[config.mk]
export PLATFORM = sky130hd
export DESIGN_NAME = config_chain_loader_flat
export DESIGN_NICKNAME = d
export VERILOG_FILES = /design/src/rtl/config_chain_loader_if.sv /design/src/rtl/config_chain_loader.sv /design/src/flat_wrapper.sv
export SDC_FILE = /design/constraint.sdc
export NUM_CORES = 1
export LEC_CHECK = 0
export ABC_AREA = 0
export BUFFER_PORTS_ARGS = -buffer_cell sky130_fd_sc_hd__buf_2
export CAP_MARGIN = 10
export CELL_PAD_IN_SITES_DETAIL_PLACEMENT = 1
export CELL_PAD_IN_SITES_GLOBAL_PLACEMENT = 1
export CORE_MARGIN = 2
export CORE_UTILIZATION = 40
export CTS_BUF_LIST = sky130_fd_sc_hd__clkbuf_16
export DETAILED_ROUTE_END_ITERATION = 8
export PLACE_DENSITY = 0.79
export SYNTH_ARGS = -nofsm -noshare
export SYNTH_HDL_FRONTEND = slang
export SYNTH_SLANG_ARGS = --single-unit
export TNS_END_PERCENT = 100
[constraint.sdc]
create_clock -name CLK -period 1.66 [get_ports CLK]
set_clock_uncertainty 0.05 [all_clocks]
set_input_delay 0 -clock CLK [delete_from_list [all_inputs] [get_ports CLK]]
set_output_delay 0 -clock CLK [all_outputs]
set_load 0.02 [all_outputs]
[src/rtl/config_chain_loader_if.sv]
`default_nettype none
// ============================================================================
// config_chain_loader_if : word handshake, serial chain and readback bundle
// Revision : 1.0
// ============================================================================
interface config_chain_loader_if #(
  parameter int WORD_W = 8
);
  logic              START;
  logic [WORD_W-1:0] DIN;
  logic              DIN_VALID;
  logic              DIN_READY;
  logic              SOUT;
  logic              CE;
  logic              SIN_RET;
  logic [WORD_W-1:0] RB_DATA;
  logic              RB_VALID;
  logic              BUSY;
  logic              DONE;

  modport master (
    output START, DIN, DIN_VALID, SIN_RET,
    input  DIN_READY, SOUT, CE, RB_DATA, RB_VALID, BUSY, DONE
  );

  modport slave (
    input  START, DIN, DIN_VALID, SIN_RET,
    output DIN_READY, SOUT, CE, RB_DATA, RB_VALID, BUSY, DONE
  );
endinterface
`default_nettype wire

[src/rtl/config_chain_loader.sv]
`default_nettype none
// ============================================================================
// config_chain_loader : shifts configuration words LSB-first into the fabric
//                       scan chain and reads the previous contents back.
// Revision : 1.0
// ============================================================================
module config_chain_loader #(
  parameter int WORD_W    = 8,
  parameter int CHAIN_LEN = 22,
  parameter int CNT_W     = 16
) (
  input  wire logic           CLK,
  input  wire logic           RST_N,
  config_chain_loader_if.slave bus
);

  localparam int IDX_W = (WORD_W > 1) ? $clog2(WORD_W) : 1;

  typedef enum logic [1:0] {
    S_IDLE   = 2'd0,
    S_LOAD   = 2'd1,
    S_SHIFT  = 2'd2,
    S_FINISH = 2'd3
  } state_t;

  state_t            state_q,    state_d;
  logic [WORD_W-1:0] shreg_q,    shreg_d;
  logic [CNT_W-1:0]  bit_cnt_q,  bit_cnt_d;
  logic [IDX_W-1:0]  idx_q,      idx_d;
  logic [WORD_W-1:0] rb_q,       rb_d;
  logic              rb_valid_q, rb_valid_d;

  logic w_last_bit;
  logic w_last_idx;

  assign w_last_bit = (bit_cnt_q == CNT_W'(CHAIN_LEN - 1));
  assign w_last_idx = (idx_q == IDX_W'(WORD_W - 1));

  always_ff @(posedge CLK or negedge RST_N) begin
    if (!RST_N) begin
      state_q    <= S_IDLE;
      shreg_q    <= '0;
      bit_cnt_q  <= '0;
      idx_q      <= '0;
      rb_q       <= '0;
      rb_valid_q <= 1'b0;
    end else begin
      state_q    <= state_d;
      shreg_q    <= shreg_d;
      bit_cnt_q  <= bit_cnt_d;
      idx_q      <= idx_d;
      rb_q       <= rb_d;
      rb_valid_q <= rb_valid_d;
    end
  end

  always_comb begin
    state_d    = state_q;
    shreg_d    = shreg_q;
    bit_cnt_d  = bit_cnt_q;
    idx_d      = idx_q;
    rb_d       = rb_q;
    rb_valid_d = 1'b0;

    case (state_q)
      S_IDLE: begin
        if (bus.START) begin
          bit_cnt_d = '0;
          idx_d     = '0;
          rb_d      = '0;
          state_d   = S_LOAD;
        end
      end

      S_LOAD: begin
        if (bus.DIN_VALID) begin
          shreg_d = bus.DIN;
          idx_d   = '0;
          state_d = S_SHIFT;
        end
      end

      S_SHIFT: begin
        shreg_d = shreg_q >> 1;
        // Clearing at each word start keeps unfilled bits of a partial last word at 0
        if (idx_q == '0) begin
          rb_d = '0;
        end
        rb_d[idx_q] = bus.SIN_RET;
        bit_cnt_d   = bit_cnt_q + CNT_W'(1);
        idx_d       = w_last_idx ? '0 : (idx_q + IDX_W'(1));
        if (w_last_bit) begin
          state_d    = S_FINISH;
          rb_valid_d = 1'b1;
        end else if (w_last_idx) begin
          state_d    = S_LOAD;
          rb_valid_d = 1'b1;
        end
      end

      S_FINISH: begin
        state_d = S_IDLE;
      end

      default: begin
        state_d = S_IDLE;
      end
    endcase
  end

  // Chain-facing outputs decode state only, so reset kills CE asynchronously
  assign bus.DIN_READY = (state_q == S_LOAD);
  assign bus.CE        = (state_q == S_SHIFT);
  assign bus.SOUT      = (state_q == S_SHIFT) && shreg_q[0];
  assign bus.BUSY      = (state_q != S_IDLE);
  assign bus.DONE      = (state_q == S_FINISH);
  assign bus.RB_DATA   = rb_q;
  assign bus.RB_VALID  = rb_valid_q;

endmodule
`default_nettype wire

[src/flat_wrapper.sv]
// flat-port wrapper written by rule: the top's interface ports become plain ports
module config_chain_loader_flat 
#(
  parameter int WORD_W    = 8,
  parameter int CHAIN_LEN = 22,
  parameter int CNT_W     = 16
)
  (CLK, RST_N, bus_START, bus_DIN, bus_DIN_VALID, bus_SIN_RET, bus_DIN_READY, bus_SOUT, bus_CE, bus_RB_DATA, bus_RB_VALID, bus_BUSY, bus_DONE);
  config_chain_loader_if #(.WORD_W(WORD_W)) bus_i ();
  input  wire logic CLK;
  input  wire logic RST_N;
  input wire logic [$bits(bus_i.START)-1:0] bus_START;
  input wire logic [$bits(bus_i.DIN)-1:0] bus_DIN;
  input wire logic [$bits(bus_i.DIN_VALID)-1:0] bus_DIN_VALID;
  input wire logic [$bits(bus_i.SIN_RET)-1:0] bus_SIN_RET;
  output wire logic [$bits(bus_i.DIN_READY)-1:0] bus_DIN_READY;
  output wire logic [$bits(bus_i.SOUT)-1:0] bus_SOUT;
  output wire logic [$bits(bus_i.CE)-1:0] bus_CE;
  output wire logic [$bits(bus_i.RB_DATA)-1:0] bus_RB_DATA;
  output wire logic [$bits(bus_i.RB_VALID)-1:0] bus_RB_VALID;
  output wire logic [$bits(bus_i.BUSY)-1:0] bus_BUSY;
  output wire logic [$bits(bus_i.DONE)-1:0] bus_DONE;
  assign bus_i.START = bus_START;
  assign bus_i.DIN = bus_DIN;
  assign bus_i.DIN_VALID = bus_DIN_VALID;
  assign bus_i.SIN_RET = bus_SIN_RET;
  assign bus_DIN_READY = bus_i.DIN_READY;
  assign bus_SOUT = bus_i.SOUT;
  assign bus_CE = bus_i.CE;
  assign bus_RB_DATA = bus_i.RB_DATA;
  assign bus_RB_VALID = bus_i.RB_VALID;
  assign bus_BUSY = bus_i.BUSY;
  assign bus_DONE = bus_i.DONE;
  config_chain_loader #(.WORD_W(WORD_W), .CHAIN_LEN(CHAIN_LEN), .CNT_W(CNT_W)) u_core (.CLK(CLK), .RST_N(RST_N), .bus(bus_i));
endmodule
==> flow_summary_export.csv <==
group,metric,value,unit
run_status,status,"completed",
detailed_routing,antenna_left,0,
setup_path,r2r-end,"u_core.idx_q[2]$_DFFE_PN0P_",
detailed_routing,dr_total_vias,1890,
setup_path,regToRegStartpoint,"u_core.state_q[1]$_DFFE_PN0P_",
clock_tree,cts_buffer_depth,2,
detailed_routing,first_iter_violations,88,
clock_tree,htree_num_levels,2,
sta,worstMarginPinSlew,0.5117,ns
global_route,overflow,0,
floorplanning,die_y,77.18,um
clock_tree,cts_sinks,38,
sta,holdWs,0.05517,ns
setup_path,cp-startpoint,"u_core.state_q[1]$_DFFE_PN0P_",
detailed_routing,wl_per_cell,16.51,um
sta,period_needed,1.559,ns
power,p_per_area,1594,nW/um^2
setup_path,rr_worst_depth,6,
floorplanning,io_pins,27,
synth,synth_top_area_frac,0.4439,
sta,finalCritPeriodShare,0.9394,
power,leakagePower,1.225,nW
setup_path,reg2reg_slack,0.10,ns
floorplanning,num_rows,26,
synth,ys_warn_count,0,
synth,synth_flop_cell,"dfrtp_1",
synth,synth_area_leader_cell,"dfrtp_1",
layout,syn_to_final_growth,21.61,%
floorplanning,coreArea,5140,um^2
sta,drv_slew,0,
synth,netlist_instances,235,
sta,max_freq,641.3,MHz
sta,setup_violations,0,
setup_path,crit_end,"u_core.idx_q[2]$_DFFE_PN0P_",
power,total_power,4.151,mW
layout,post-route-util,0.5068,
synth,avgSynthCellArea,9.115,um^2
synth,synth_edf_count,0,
setup_path,worst_ep_arrival_time,1.71,ns
power,vdd_ir_drop_max,0.7618,mV
layout,fin_nets,287,
flow_run,drv_cap,0,
setup_path,worst-setup-path-type,"register to register",
placement,place_congestion,0.8077,
synth,synth_nets,253,
global_route,grt_start_max_net_pins,39,
sta,hold_violations,0,
hold_path,hold_class,"input port to register",
floorplanning,die_w,77.18,um
synth,synth.distinct_cells,41,
placement,numPortBuffers,26,
synth,yosys-top-cells-area,"dfrtp_1 (44%), mux2i_1 (5.6%), o21ai_0 (5.4%)",
floorplanning,initial_core_util,0.4167,
placement,dp_hpwl,3904,um
synth,yosysSeqAreaShare,0.4439,
clock_tree,numCtsBuffers,5,
clock_tree,cts_tree,"built",
global_route,grt_pass1_vias,1909,
synth,syn-cell-area,2142,um^2
setup_path,cp.required,1.81,ns
layout,fillers,630,
detailed_routing,wirelength,5598,um
detailed_routing,avgViaCountPerCell,5.575,
setup_path,worstSetupEndpointType,"register",
detailed_routing,drc_errors,0,
synth,synth_seq_cells,38,
detailed_routing,drtPass1Iterations,4,
clock_tree,clock_latency,0.29,ns
setup_path,cp-start-kind,"register",
clock_tree,cts_root_buffer,"clkbuf_16",
sta,slew_headroom,0.6586,
global_route,antenna_found_initial,0,
synth,synth_commonest_cells,"dfrtp_1 (38), o21ai_0 (23), nand2_1 (19), a21oi_1 (18), mux2i_1 (12)",
floorplanning,die_area,5957,um^2
synth,async_flop_share,1.000,
clock_tree,clk_pin_slew_worst_paths,0.06,ns
setup_path,path_max_fanout,10,
layout,diodes,0,
global_route,grt.total_usage,0.2020,
layout,drive_above_1_share,0.2230,
synth,post-synth-top-count-cell,"dfrtp_1",
global_route,grt_pass1_wl,9522,um
-- timing repair --
| action | CTS | global route |
|---|---|---|
| hold endpoints to repair | 38 | 0 |
| setup endpoints to repair | 0 | 16 |
| hold buffers | 1 | 0 |
| resized for setup | 0 | 9 |
| setup buffers | 0 | 1 |
-- per-stage QoR --
stage	area, um^2	TNS, ns	std cells	worst slack [ns]
after CTS	2577	0	338	0.03463
after global placement	2409	0	330	0.1296
after global routing	2605	-0.06067	339	-0.03091
after floorplan	2142	0	235	0.08181
after detailed placement	2409	0	330	0.06976
final	2605	0	339	0.1007
-- where the power goes --
part	total, mW	internal, mW	switching (mW)	leakage [nW]
registers	1.38	1.15	0.231	0.503
logic	1.71	0.719	0.986	0.644
clock network	1.07	0.695	0.373	0.0773
-- critical path: stages, from the launching register on --
cell and delay, ns:
dfrtp_1 0.44, buf_4 0.20, or2_2 0.32, o21ai_1 0.17, buf_4 0.15, nand2_1 0.05
o21ai_0 0.09
-- placed cells by master, fill, tap and decap left out, drive strengths merged, types with 2 or more instances in the layout --
cell type / synthesis / final
a211oi: 7 / 7
a21o: 2 / 2
a21oi: 18 / 18
a22o: 3 / 3
a31oi: 4 / 4
a32o: 2 / 2
and2: 3 / 3
and3: 11 / 11
and4: 3 / 3
buf: 10 / 43
clkbuf: 7 / 5
dfrtp: 38 / 38
ha: 5 / 5
inv: 12 / 12
mux2i: 12 / 12
nand2: 19 / 19
nand2b: 5 / 5
nand3: 7 / 7
nand4: 5 / 5
nor2: 11 / 11
nor2b: 3 / 3
nor3: 4 / 4
o21ai: 24 / 24
o22ai: 4 / 4
or2: 2 / 2
or3: 2 / 2
xor2: 3 / 3
-- logic make-up after synthesis --
logic type	share of synthesized area
AO/OA/AOI/OAI	0.1986
XOR/XNOR	0.01227
flip-flops	0.4439
adder cells (fa/ha/maj)	0.02921
AND/OR/NAND/NOR	0.1998
buffers and inverters	0.06016
multiplexers	0.05608
-- state kept, by name (all words and copies together) (netlist names) --
register             cells
u_core.idx_q             3
u_core.state_q           2
u_core.bus.RB_DATA       8
u_core.shreg_q           8
u_core.bit_cnt_q        16
u_core.bus.RB_VALID      1
-- metal layers --
layer  vias up  wire length [um]  global-route usage
li1        913                 -                   -
met1       934              2545              0.2639
met2        34              2742              0.3296
met3         9               213             0.04588
met4         0                96             0.06964
met5         -                 0                   0
-- worst min path at each step --
| stage | start | to | slack [ns] | cells past startpoint |
|---|---|---|---|---|
| 2_1_floorplan | RST_N | u_core.bit_cnt_q[0]$_DFFE_PN0P_ | -0.35 | 0 |
| 3_3_place_gp | RST_N | u_core.bit_cnt_q[6]$_DFFE_PN0P_ | -0.06 | 2 |
| 3_5_place_dp | RST_N | u_core.bit_cnt_q[5]$_DFFE_PN0P_ | -0.06 | 2 |
| 4_1_cts | bus_DIN[4] | u_core.shreg_q[4]$_DFFE_PN0P_ | 0.05 | 4 |
| 5_1_grt | bus_DIN[5] | u_core.shreg_q[5]$_DFFE_PN0P_ | 0.07 | 4 |
| 6_report | bus_DIN[3] | u_core.shreg_q[3]$_DFFE_PN0P_ | 0.06 | 4 |
-- area by class of cell --
class,count,area (um^2),share of cell area
inverters,12,45.04,0.01729
clock inverters,2,33.78,0.01297
multi-input cells,168,1081,0.4150
clock buffers,5,125.1,0.04803
well taps,70,87.58,0.03362
repair buffers,44,280.3,0.1076
flip-flops and latches,38,952.2,0.3655
Power figures use the tool's default switching activity.
